File: config.mk
export PLATFORM = sky130hd
export DESIGN_NAME = pid_pwm_out
export DESIGN_NICKNAME = d
export VERILOG_FILES = /design/src/rtl/pid_pkg.sv /design/src/rtl/pwm_mag_sat.sv /design/src/rtl/pid_pwm_out.sv
export SDC_FILE = /design/constraint.sdc
export NUM_CORES = 1
export LEC_CHECK = 0
export BUFFER_PORTS_ARGS = -buffer_cell sky130_fd_sc_hd__buf_2
export CAP_MARGIN = 20
export CORE_MARGIN = 3
export CORE_UTILIZATION = 45
export CTS_CLUSTER_DIAMETER = 40
export DETAILED_ROUTE_END_ITERATION = 12
export GPL_ROUTABILITY_DRIVEN = 1
export PLACE_DENSITY_LB_ADDON = 0.1
export SETUP_SLACK_MARGIN = 0.15
export SYNTH_ARGS = -nofsm -noshare
export SYNTH_HDL_FRONTEND = slang
export SYNTH_HIERARCHICAL = 1
export SYNTH_SLANG_ARGS = --single-unit
File: constraint.sdc
create_clock -name clk -period 2.35 [get_ports clk]
set_input_delay 0.235 -clock clk [delete_from_list [all_inputs] [get_ports clk]]
set_output_delay 0.235 -clock clk [all_outputs]
set_load 0.05 [all_outputs]
File: src/rtl/pid_pkg.sv
// Shared types and defaults for the PID actuator output stage.
// Effort width, default PWM timing constants and the output FSM states.
package pid_pkg;
    localparam int EFFORT_W   = 16;
    localparam int PERIOD_DEF = 1000;
    localparam int U_MAX_DEF  = 1000;
    localparam int DEAD_DEF   = 8;

    typedef enum logic [1:0] {
        IDLE  = 2'd0,
        RUN   = 2'd1,
        DEADT = 2'd2
    } pwm_state_t;
endpackage

File: src/rtl/pwm_mag_sat.sv
// Effort magnitude with saturation: |u| clipped to U_MAX plus clip flag.
// Purely combinational, no flow control.
module pwm_mag_sat
    import pid_pkg::*;
#(
    parameter int U_MAX  = U_MAX_DEF,
    parameter int DUTY_W = 11
) (
    input  logic [EFFORT_W-1:0] u,
    output logic [DUTY_W-1:0]   duty,
    output logic                sat
);
    localparam logic [EFFORT_W:0] U_MAX_M = (EFFORT_W + 1)'(U_MAX);
    localparam logic [DUTY_W-1:0] U_MAX_D = DUTY_W'(U_MAX);

    logic [EFFORT_W:0] u_ext;
    logic [EFFORT_W:0] mag;

    // One extra bit so the most negative effort maps to +32768 cleanly.
    assign u_ext = {u[EFFORT_W-1], u};
    assign mag   = u[EFFORT_W-1] ? -u_ext : u_ext;
    assign sat   = (mag > U_MAX_M);
    assign duty  = sat ? U_MAX_D : mag[DUTY_W-1:0];
endmodule

File: src/rtl/pid_pwm_out.sv
// Sign-magnitude H-bridge PWM with sample-rate tick, saturation and reversal dead time.
// Effort sampled on the period wrap edge, legs registered one cycle ahead of the counter; no backpressure.
module pid_pwm_out
    import pid_pkg::*;
#(
    parameter int PERIOD = PERIOD_DEF,
    parameter int CNT_W  = 10,
    parameter int U_MAX  = U_MAX_DEF,
    parameter int DEAD   = DEAD_DEF
) (
    input  logic                clk,
    input  logic                res,
    input  logic [EFFORT_W-1:0] u_in,
    input  logic                en,
    output logic                sample_tick,
    output logic                pwm_a,
    output logic                pwm_b,
    output logic                sat
);
    localparam int DUTY_W = CNT_W + 1;
    localparam logic [CNT_W-1:0] CNT_LAST  = CNT_W'(PERIOD - 1);
    localparam logic [CNT_W-1:0] DEAD_LAST = CNT_W'(DEAD - 1);

    logic [CNT_W-1:0]  cnt, cnt_nx;
    logic [DUTY_W-1:0] duty, duty_nx, duty_in;
    logic              dir, dir_nx;
    logic              sat_in, wrap, rev, leg_on;
    pwm_state_t        state, state_nx;

    pwm_mag_sat #(
        .U_MAX  (U_MAX),
        .DUTY_W (DUTY_W)
    ) u_mag_sat (
        .u    (u_in),
        .duty (duty_in),
        .sat  (sat_in)
    );

    assign wrap        = (cnt == CNT_LAST);
    assign sample_tick = wrap;
    assign cnt_nx      = wrap ? '0 : cnt + CNT_W'(1);
    assign rev         = (u_in[EFFORT_W-1] != dir) && (duty != '0);

    always_comb begin
        duty_nx  = duty;
        dir_nx   = dir;
        state_nx = state;
        if (wrap) begin
            duty_nx = duty_in;
            dir_nx  = u_in[EFFORT_W-1];
        end
        if (!en) begin
            state_nx = IDLE;
        end else begin
            case (state)
                IDLE:    if (wrap) state_nx = DEADT;
                RUN:     if (wrap && rev) state_nx = DEADT;
                DEADT:   if (cnt == DEAD_LAST) state_nx = RUN;
                default: state_nx = IDLE;
            endcase
        end
        // Legs are evaluated for the upcoming counter value so they are true flops.
        leg_on = (state_nx == RUN) && ({1'b0, cnt_nx} < duty_nx);
    end

    always_ff @(posedge clk or negedge res) begin
        if (!res) begin
            cnt   <= '0;
            duty  <= '0;
            dir   <= 1'b0;
            state <= IDLE;
            sat   <= 1'b0;
            pwm_a <= 1'b0;
            pwm_b <= 1'b0;
        end else begin
            cnt   <= cnt_nx;
            duty  <= duty_nx;
            dir   <= dir_nx;
            state <= state_nx;
            if (wrap) sat <= sat_in;
            pwm_a <= leg_on && !dir_nx;
            pwm_b <= leg_on && dir_nx;
        end
    end
endmodule

==> results.md, run 1 <==
* Final #Nets at between 300 and 400
* Crit-path cells: buf_6, or4_4, or4_4, o311ai_4, and4_4, nand2_2, mux2i_2, ha_1, a21oi_2, a21oi_2, nor3_2, a211oi_2, nor3b_2
* Time the final worst path needs with I/O delays and setup at around 3100 ps
* Clock power frac at between 20 and 30%
* Share of the yosys chip area belonging to registers at about a third
* Final Worst Setup Slack at -794.9 ps
* H-tree level count at 1
* Number of instances in the synthesized netlist at between 200 and 250
* CP Class: in2reg
* Most common cell after layout, fill and taps aside: buf_4
* Clock buffer depth at 2
* CTS tree: done
* Total of warnings raised by yosys at 6
* Post-Place Cells at 360
* Initial core utilization at roughly 49%
* Final Instance Count excl. Fillers at 372
* Wirelength, routed at 5466 um
* Number of cells on the worst reg-to-reg path at 11
* Total setup violations reported at the end of the flow at 3
* Period utilization at 133.8%
* Last weighted congestion value of the routability-driven placer at 0.8598
* Slowest cell on the critical path: or4_4
* Achievable clock frequency at roughly 0.32 GHz
* Latest clock arrival within the worst-skew pair at 280 ps
* Power per standard cell area at between 300 and 400 mW/mm^2
* Failing checks: setup timing
* Area inside the core boundary at 0.004202 mm^2
* Total design power at approximately 930 uW
* Dominant delay contributor by cell family on the critical path: simple AND/OR/NAND/NOR gates
* DR DRC count at 0
* Worst setup EP type: flip-flop
* Worst R2R Start: cnt[0]$_DFF_PN0_
* Top cells by area in the synthesized netlist: dfrtp_1 33%, ha_1 6.7%, nand2_1 5.8%, xor2_1 4.7%, mux2i_1 4.4%
* Average size of a mapped cell at 8.653 um^2
* Number of global-route vias before repair at 1868
* Total number of vias at between 2000 and 2500
* Total CTS buffers at 3
* Remaining global-route overflow at 0
* Share of cells above drive strength 1 at between 40% and 50%
* Crit-path max cell delay at approximately 560 ps
* Unique masters post-synth at 54
* Total area of multi-input combinational cells at 0.001423 mm^2
* Hold Crit Start: en
* FILL cells at 330
* Detail Route Antenna Nets at 0
* Share of the synthesized area in the top cell type at 32.81%
* Summed instance area of the synthesized netlist at between 0.002 and 0.0025 mm^2
* Most used flip-flop cell after synthesis: dfrtp_1
* Maximum number of pins on one net before global-route repair at 28
* Number of sinks driven by the clock tree at 27
* IO Pins at 23
* DR vias/cell at ~5.5
* Length of the first detailed-routing pass in iterations at 4
* Outcome: finished, violations left
* Worst reg-to-reg setup slack at -210 ps
* Crit path max fanout at 7
* Number of core rows at 23
* Max cap viols at 0
* Leakage component of the power at roughly 0.0014 uW
* Number of flops mapped to enable cells by yosys at 0
* Total count of hold-check failures in the final report at 0
* CTS clk-pin slew, worst paths at around 90 ps
* Clk Tree Root Cell: clkbuf_8
* Half-perimeter wire length of the detailed placement result at slightly above 4000 um
* Worst voltage drop across the vdd grid at 0.3080 mV
* Final design instance area without fill at between 0.002 and 0.003 mm^2
* Initial DRC Count at slightly below 100
* Worst flop-to-flop path endpoint: pwm_b$_DFF_PN0_
* Hold depth at 2
* Critical Path RT at about 2600 ps
* RSZ-0062 raised after global routing: yes
* Wirelength per Cell at 14.69 um
* Area taken by flip-flops and latches at between 600 and 700 um^2
* Number of diodes added for antenna fixing at 0
* Hold EP: state[1]$_DFF_PN0_
* Max-slew headroom at the worst pin at between 60% and 70%
* Number of antenna violations at the first check in global routing at 0
* Count of state elements after synthesis at 27
* Global-route wire length before repair at just under 9000 um
* PortBufs at 22
* Worst Tran Pin Value at about 580 ps
* Class of the tightest hold or removal check: in2reg
* Portion of total power attributed to combinational logic at around a fifth
* Total internal power at about 680 uW
* Leading cell types in the layout, fill and taps excluded: 60 x buf_4, 28 x nand2_1, 27 x dfrtp_1
* Global Route Usage Sum at a little over a fifth
* Post-route clock skew at roughly 5.7 ps
* Buf+Inv Stages, Crit Path at 1
* Placed standard-cell area at between 0.002 and 0.003 mm^2
* Switching Fraction at around 27%
* Crit start category: primary input
* Data arrival at the endpoint of the critical path at ~3400 ps
* Reported net switching power at ~250 uW
* Die ar. at between 0.005 and 0.006 mm^2
* Slew Viols, Final at 0
* Share of total power in sequential cells at 50.1%
* Cell type with the largest total area after synthesis: dfrtp_1
* Chip Width at 73.65 um
* Proportion of register bits with asynchronous set or reset after synthesis at 100.0%
* Post-synthesis net count at ~270
* Chip Height at 73.65 um
* Crit path from: u_in[3]
* Area growth syn-to-layout at 43.01%
[cell families (layout without fill, tap and decap cells)]
group	Yosys count	in the layout	synth area share, %
muxes	10	10	5.103
buffers and inverters	26	110	6.257
AOI/OAI and AO/OA	43	43	15.31
and+or+nand+nor	105	105	27.28
xor gates and xnor gates	15	15	6.379
other	1	1	0.1821
DFF	27	27	32.81
adders and majority gates	11	11	6.683
[area by class of cell]
cell class,count,area share [%]
multi-input combinational,185,48.30
timing repair buffer,90,22.77
tap,50,2.124
sequential,27,22.94
clock inverter,1,0.2549
clock buffer,3,1.402
inverter,16,2.209
[worst max-delay path by stage]
stage                            endpoint  slack (ps)  depth (start not counted)
after detailed placement  pwm_a$_DFF_PN0_       -1330                         13
after global routing      pwm_a$_DFF_PN0_        -880                         15
after CTS                 pwm_a$_DFF_PN0_        -730                         13
after floorplan           pwm_b$_DFF_PN0_        -790                         13
final                     pwm_b$_DFF_PN0_        -790                         13
after global placement    pwm_b$_DFF_PN0_       -1210                         13
[synth_stat cells (all sizes together) (2+ instances only)]
master	n
nand2	32
nand2b	2
xor2	11
or2	2
o41ai	2
nor2	19
o21ai	13
nor3	11
or4	4
inv	16
o31ai	3
clkbuf	5
or3	3
ha	11
nor4	5
a21oi	7
nand4	4
mux2i	9
dfrtp	27
nand3	12
xnor2	4
nor2b	3
buf	5
and4	2
a311oi	2
a211oi	4
a2111oi	2
[power groups by stage]
stage | clock network (uW) | registers (uW) | logic [uW]
finish | 269 | 464 | 194
global route | 301 | 464 | 211
CTS | 282 | 464 | 183
detailed placement | 0 | 473 | 171
global placement | 0 | 473 | 170
floorplan | 0 | 474 | 76.5
[repair_timing]
| action | 4_1_cts | 5_1_grt |
|---|---|---|
| setup buffers | 3 | 4 |
| pin swaps | 20 | 3 |
| endpoints found under the setup margin | 8 | 10 |
| resized for setup | 29 | 13 |
| hold endpoints to repair | 27 | 0 |
| hold buffers | 1 | 0 |
| cloned | 0 | 0 |
[sequential cells by signal (all words and copies together), names as in the netlist]
name / flops
pwm_a: 1
duty: 11
state: 2
sat: 1
cnt: 10
pwm_b: 1
dir: 1
[metrics by stage]
stage	util, %	hold slack, ps	TNS [ps]	setup WS [ps]
finish	70.10	178.2	-1623	-794.9
detailed placement	63.13	274.2	-5033	-1333
global placement	63.13	275.0	-4580	-1214
floorplan	-	-60.59	-1571	-786.4
CTS	68.11	172.9	-1457	-733.5
global route	70.10	178.5	-1873	-883.6
[metal layers]
layer / share of wire (%) / wire (um) / GRT usage [%]
met1: 48 / 2622 / 31.72
met2: 45 / 2478 / 31.20
met3: 4.8 / 264 / 3.283
met4: 1.8 / 101 / 6.237
met5: 0 / 0 / 0
Note: power is estimated with default switching activity, not from simulation.
==> inputs of run 2 (changes only) <==
--- a/config.mk
+++ b/config.mk
@@ -5,8 +5,10 @@
 export SDC_FILE = /design/constraint.sdc
 export NUM_CORES = 1
 export LEC_CHECK = 0
+export ABC_AREA = 1
 export BUFFER_PORTS_ARGS = -buffer_cell sky130_fd_sc_hd__buf_2
 export CAP_MARGIN = 20
+export CORE_ASPECT_RATIO = 0.8
 export CORE_MARGIN = 3
 export CORE_UTILIZATION = 45
 export CTS_CLUSTER_DIAMETER = 40
==> results.md, run 2 <==
* Count of state elements after synthesis at 27 (unchanged)
* Post-route clock skew at 8.019 ps (+2.351 ps)
* IO Pins at 23 (unchanged)
* Most frequent cells after synthesis: 108 x nand2_1, 54 x inv_1, 40 x nor2_1
* Slew Viols, Final at 0 (unchanged)
* CTS clk-pin slew, worst paths at 100 ps (about the same)
* Total count of hold-check failures in the final report at 0 (unchanged)
* Die ar. at 0.006076 mm^2 (+12%)
* Chip Height at 70.32 um (-4.5%)
* Number of diodes added for antenna fixing at 0 (unchanged)
* Power per standard cell area at 302.7 mW/mm^2 (-3.8%)
* PortBufs at 22 (unchanged)
* Length of the first detailed-routing pass in iterations at 4 (unchanged)
* Cell type with the largest total area after synthesis: dfrtp_1
* Leakage component of the power at 0.001813 uW (+31%)
* Final design instance area without fill at 0.003213 mm^2 (+9.1%)
* Number of sinks driven by the clock tree at 27 (unchanged)
* Worst setup EP type: flip-flop
* Critical Path Sink: pwm_a$_DFF_PN0_
* Slowest cell on the critical path: ha_1
* Achievable clock frequency at 0.4237 GHz (+33%)
* Hold Crit Start: en
* Average size of a mapped cell at 6.611 um^2 (-24%)
* Initial DRC Count at 105 (+8.2%)
* Total of warnings raised by yosys at 6 (unchanged)
* Worst reg-to-reg setup slack at 40 ps (+250 ps)
* Remaining global-route overflow at 0 (unchanged)
* Failing checks: setup timing
* CP Class: in2reg
* Number of global-route vias before repair at 2169 (+16%)
* Crit-path cells: buf_12, inv_12, ha_4, nand3_2, nor2_4, o21ai_0, nand2_1, nand2_1, nor2_2, nand2_4, buf_4, nand3_2, nand2_1, nand2_1, inv_1, ha_1, nand3_2, a21oi_2, nor2_1, nor2_1, nor2_1, nand2_1, nor2_1
* Total CTS buffers at 3 (unchanged)
* Clk Tree Root Cell: clkbuf_8
* Data arrival at the endpoint of the critical path at 2540 ps (-810 ps)
* Clock buffer depth at 2 (unchanged)
* Share of the yosys chip area belonging to registers at 29.03% (-3.8 points)
* Number of core rows at 22 (-4.3%)
* Total number of vias at 2377 (+16%)
* Final Instance Count excl. Fillers at 490 (+32%)
* Crit path from: u_in[1]
* Total setup violations reported at the end of the flow at 2 (-1)
* Top cells by area in the synthesized netlist: dfrtp_1 29%, nand2_1 17%, inv_1 8.7%, nor2_1 6.5%, ha_1 5.9%
* Area growth syn-to-layout at 38.06%
* Most common cell in the netlist: nand2_1
* Class of the tightest hold or removal check: in2reg
* Half-perimeter wire length of the detailed placement result at 4628 um (+12%)
* H-tree level count at 1 (unchanged)
* Largest register FFs at 11 (unchanged)
* RSZ-0062 raised after global routing: yes
* Wirelength, routed at 5941 um (+8.7%)
* Proportion of register bits with asynchronous set or reset after synthesis at 100.0% (unchanged)
* DR vias/cell at 4.851 (-12%)
* Global Route Usage Sum at 19.77% (-1.4 points)
* Max-slew headroom at the worst pin at 57.63% (-3.1 points)
* Worst R2R Start: cnt[8]$_DFF_PN0_
* Placed standard-cell area at 0.002909 mm^2 (+9.7%)
* Worst voltage drop across the vdd grid at 0.2545 mV (-17%)
* Worst flop-to-flop path endpoint: pwm_b$_DFF_PN0_
* Chip Width at 86.40 um (+17%)
* Number of cells on the worst reg-to-reg path at 15 (+4)
* Time the final worst path needs with I/O delays and setup at 2360 ps (-785.0 ps)
* Last weighted congestion value of the routability-driven placer at 0.8587 (-0.13%)
* Detail Route Antenna Nets at 0 (unchanged)
* Post-synthesis net count at 382 (+43%)
* Summed instance area of the synthesized netlist at 0.002327 mm^2 (+13%)
* Most used flip-flop cell after synthesis: dfrtp_1
* Number of instances in the synthesized netlist at 352 (+48%)
* Share of the synthesized area in the top cell type at 29.03% (-3.8 points)
* Wirelength per Cell at 12.12 um (-17%)
* Largest registers: duty: 11 flops, cnt: 10 flops, state: 2 flops
* Crit path max fanout at 4 (-3)
* Worst Tran Pin Value at 635.6 ps (+53.66 ps)
* Crit start category: primary input
* Final Worst Setup Slack at -9.922 ps (+785.0 ps)
* Unique masters post-synth at 36 (-33%)
* Period utilization at 100.4% (-33 points)
* Maximum number of pins on one net before global-route repair at 28 (unchanged)
* Outcome: finished, violations left
* Critical Path RT at 2530 ps (-30 ps)
* Area inside the core boundary at 0.004790 mm^2 (+14%)
* Most common cell after layout, fill and taps aside: nand2_1
* Share of cells above drive strength 1 at 39.30% (-4.2 points)
* Initial core utilization at 48.59% (-0.43 points)
* Number of antenna violations at the first check in global routing at 0 (unchanged)
* Crit-path max cell delay at 280 ps (-280 ps)
* Final #Nets at 461 (+31%)
* Most flops, register: duty
* Latest clock arrival within the worst-skew pair at 280 ps (about the same)
* DR DRC count at 0 (unchanged)
* Global-route wire length before repair at 9811 um (+11%)
* Top cell by count, worst path: nand2_1
* CTS tree: done
* Hold slack final at 198.9 ps (+20.64 ps)
* Post-Place Cells at 480 (+33%)
* Number of flops mapped to enable cells by yosys at 0 (unchanged)
* Max cap viols at 0 (unchanged)
* Leading cell types in the layout, fill and taps excluded: 96 x nand2_1, 54 x buf_4, 49 x inv_1
-- run 2: through the flow --
step / setup TNS [ps] / total power [uW] / util [%] / setup WS [ps]
2_1_floorplan: 0 / 578.9 / - / 18.25
3_3_place_gp: -856.8 / 671.7 / 60.74 / -435.5
3_5_place_dp: -1005 / 675.2 / 60.74 / -504.0
4_1_cts: 0 / 962.1 / 66.14 / 37.52
5_1_grt: -332.5 / 1013 / 67.08 / -167.8
6_report: -14.70 / 972.6 / 67.08 / -9.922
-- run 2: per-layer routing --
metal	up-vias	GRT usage [%]	part of all wire [%]
met4	0	1.038	0.17
met5	-	0	0
li1	1245	-	-
met3	2	3.184	3.4
met1	1099	30.66	53
met2	31	29.97	43
-- run 2: area by class of cell --
class	instances	area [um^2]
multi-input combinational	261	1597
fill	440	1577
sequential	27	675.6
timing repair buffer	79	573.1
inverter	59	246.5
tap	60	75.07
clock buffer	3	41.29
clock inverter	1	5.005
-- run 2: worst max-delay path, delay by kind of cell --
family          cells  cell delay (ps)
buf+inv             4              350
compound gates      2              200
simple gates       15             1310
fa+ha+maj           2              430
-- run 2: what timing repair did --
action,in CTS,in global routing
setup buffers,3,2
hold buffers,1,0
gates resized for setup,44,9
hold endpoints to repair,27,0
endpoints found under the setup margin,2,2
pin swaps,35,25
-- run 2: logic make-up (layout without fill, tap and decap cells) --
logic type / Yosys count / in the layout / share of synthesized area [%]
fa+ha+maj: 11 / 11 / 5.914
simple gates: 224 / 224 / 47.15
buf+inv: 64 / 142 / 11.45
compound gates: 22 / 22 / 5.162
flops: 27 / 27 / 29.03
other cells: 1 / 1 / 0.1611
xor+xnor: 3 / 3 / 1.129
-- run 2: where the power goes --
part	leakage [uW]	switching, uW	internal (uW)
Combinational	0.00148	124	103
Clock	0.0000255	162	119
Sequential	0.000311	0.0000000000000311	464
Total	0.00181	286	687
-- run 2: worst min path at each step --
stage                              end  cells past startpoint
floorplan             cnt[0]$_DFF_PN0_                      0
global placement     duty[6]$_DFF_PN0_                      1
detailed placement   duty[6]$_DFF_PN0_                      1
CTS                 state[0]$_DFF_PN0_                      3
global route        state[1]$_DFF_PN0_                      2
finish              state[0]$_DFF_PN0_                      3
==> inputs of run 3 (changes only) <==
--- a/config.mk
+++ b/config.mk
@@ -14,6 +14,7 @@
 export CTS_CLUSTER_DIAMETER = 40
 export DETAILED_ROUTE_END_ITERATION = 12
 export GPL_ROUTABILITY_DRIVEN = 1
+export HOLD_SLACK_MARGIN = 0.05
 export PLACE_DENSITY_LB_ADDON = 0.1
 export SETUP_SLACK_MARGIN = 0.15
 export SYNTH_ARGS = -nofsm -noshare
==> constraint.sdc (replaced) <==
create_clock -name clk -period 2.35 [get_ports clk]
set_input_delay 0.3525 -clock clk [delete_from_list [all_inputs] [get_ports clk]]
set_output_delay 0.3525 -clock clk [all_outputs]
set_load 0.05 [all_outputs]
==> results.md, run 3 (synthesis results as in run 2) <==
* Outcome: finished, violations left
* Failing checks: setup timing
* Leading cell types in the layout, fill and taps excluded: 102 x nand2_1, 60 x buf_4, 47 x inv_1
* Number of core rows at 22 (unchanged)
* Met1 Routed Length at 2996 um (-5.6%)
* Post-route clock skew at 8.288 ps (+0.2683 ps)
* Top routing layer in use: met4
* DR vias/cell at 4.807 (-0.90%)
* CTS tree: done
* Total setup violations reported at the end of the flow at 3 (+1)
* Die ar. at 0.006076 mm^2 (unchanged)
* Power per standard cell area at 288.5 mW/mm^2 (-4.7%)
* Detail Route met2 WL at 2685 um (+5.2%)
* Reported net switching power at 274.6 uW (-3.9%)
* Latest clock arrival within the worst-skew pair at 280 ps (about the same)
* Clk Tree Root Cell: clkbuf_8
* Max-slew headroom at the worst pin at 59.28% (+1.7 points)
* Length of the first detailed-routing pass in iterations at 4 (unchanged)
* Clock power frac at 28.7% (-0.2 points)
* Share of total power in sequential cells at 48.5% (+0.8 points)
* Wirelength per Cell at 12.09 um (-0.32%)
* CTS clk-pin slew, worst paths at 100 ps (about the same)
* Number of sinks driven by the clock tree at 27 (unchanged)
* Achievable clock frequency at 0.3826 GHz (-9.7%)
* Chip Height at 70.32 um (unchanged)
* Initial DRC Count at 154 (+47%)
* Largest register FFs at 11 (unchanged)
* Worst R2R Start: cnt[0]$_DFF_PN0_
* Clock buffer depth at 2 (unchanged)
* Met3 WL at 361 um (+77%)
* Total count of hold-check failures in the final report at 0 (unchanged)
* DR DRC count at 0 (unchanged)
* Crit start category: primary input
* Worst reg-to-reg setup slack at -170 ps (-210 ps)
* Hold slack final at 74.38 ps (-124.5 ps)
* Global-route wire length before repair at 10120 um (+3.1%)
* Final Instance Count excl. Fillers at 503 (+2.7%)
* Global Route Usage Sum at 20.43% (+0.66 points)
* Number of diodes added for antenna fixing at 0 (unchanged)
* CP Class: in2reg
* Worst voltage drop across the vdd grid at 0.4022 mV (+58%)
* Critical Path Sink: pwm_a$_DFF_PN0_
* Largest registers: duty: 11 flops, cnt: 10 flops, state: 2 flops
* Share of cells above drive strength 1 at 39.73% (+0.43 points)
* Most flops, register: duty
* Switching Fraction at 28.67% (-0.70 points)
* Period utilization at 111.2% (+11 points)
* Time the final worst path needs with I/O delays and setup at 2614 ps (+253.9 ps)
* Wirelength, routed at 6079 um (+2.3%)
* Most common cell after layout, fill and taps aside: nand2_1
* Class of the tightest hold or removal check: in2async
* Worst setup EP type: flip-flop
* Slew Viols, Final at 0 (unchanged)
* Worst flop-to-flop path endpoint: pwm_a$_DFF_PN0_
* Half-perimeter wire length of the detailed placement result at 4413 um (-4.6%)
* Data arrival at the endpoint of the critical path at 2790 ps (+250 ps)
* Chip Width at 86.40 um (unchanged)
* Worst Tran Pin Value at 610.8 ps (-24.79 ps)
* Max cap viols at 0 (unchanged)
* Maximum number of pins on one net before global-route repair at 28 (unchanged)
* Total number of vias at 2418 (+1.7%)
* PortBufs at 22 (unchanged)
* Final #Nets at 474 (+2.8%)
* Leakage component of the power at 0.001858 uW (+2.5%)
* Total CTS buffers at 3 (unchanged)
* Total internal power at 683.2 uW (-0.55%)
* Critical Path RT at 2530 ps (about the same)
* Number of cells on the worst reg-to-reg path at 18 (+3)
* Detail Route Antenna Nets at 0 (unchanged)
* Last weighted congestion value of the routability-driven placer at 0.8305 (-3.3%)
* Total design power at 957.8 uW (-1.5%)
* Number of antenna violations at the first check in global routing at 0 (unchanged)
* Final Worst Setup Slack at -263.8 ps (-253.9 ps)
* Crit path max fanout at 5 (+1)
* Number of global-route vias before repair at 2176 (+0.32%)
* Area growth syn-to-layout at 42.63%
* Initial core utilization at 48.59% (unchanged)
* IO Pins at 23 (unchanged)
* H-tree level count at 1 (unchanged)
* Portion of total power attributed to combinational logic at 22.9% (-0.4 points)
* Crit path from: u_in[1]
* Post-Place Cells at 484 (+0.83%)
* Hold Buf Count CTS at 0 (-1)
* RSZ-0062 raised after global routing: yes
* Core Util, Final at 69.31% (+2.2 points)
* Remaining global-route overflow at 0 (unchanged)
* Area inside the core boundary at 0.004790 mm^2 (unchanged)
## run 3: worst max-delay path: stages
cell and delay (ps):
buf_12 110, inv_12 40, ha_4 150, nand2_4 50
nor2_4 140, nand2_2 90, nand2_2 80, nand2_1 60
nand2_1 70, nand2_1 50, nor2_1 70, nand2_1 90
nor2_4 190, nand3_2 110, o21ai_2 190, ha_4 160
nand2_1 60, inv_2 70, buf_4 100, nand3_1 90
nor3_2 240, nand2_1 70, nand2_1 90, nor2_1 50
## run 3: stage by stage
step                      TNS (ps)  setup WS, ps  instance area [um^2]
after floorplan             -183.5        -99.25                  2380
after global placement       -1262        -640.0                  2933
after detailed placement     -1327        -669.5                  2933
after CTS                   -479.6        -182.1                  3237
after global routing         -1171        -482.2                  3319
final                       -618.2        -263.8                  3319
## run 3: worst min-delay path by stage
stage	startpoint	endpoint
6_report	res	duty[7]$_DFF_PN0_
2_1_floorplan	res	cnt[0]$_DFF_PN0_
5_1_grt	res	duty[7]$_DFF_PN0_
4_1_cts	res	duty[7]$_DFF_PN0_
3_5_place_dp	res	cnt[6]$_DFF_PN0_
3_3_place_gp	res	cnt[6]$_DFF_PN0_
## run 3: power by group through the flow
stage          clock network [uW]  registers (uW)  logic (uW)
5_1_grt                       297             464         243
4_1_cts                       279             464         213
3_3_place_gp                    0             473         198
6_report                      275             464         219
3_5_place_dp                    0             473         200
2_1_floorplan                   0             474         105
## run 3: layout make-up
type	count	area, um^2
Clock inverter	1	7.507
Tap cell	60	75.07
Clock buffer	3	41.29
Inverter	59	246.5
Fill cell	395	1470
Timing Repair Buffer	92	698.2
Sequential cell	27	675.6
Multi-Input combinational cell	261	1575
## run 3: repair_timing
| action | in CTS | in global routing |
|---|---|---|
| pin swaps | 32 | 26 |
| setup buffers | 15 | 0 |
| resized for setup | 31 | 23 |
| setup endpoints to repair | 3 | 3 |
## run 3: metal layers
layer  track usage, %  vias up
met4            2.941        0
met2            29.29       61
met5                0        -
met3            3.538        4
li1                 -     1268
met1            32.20     1085
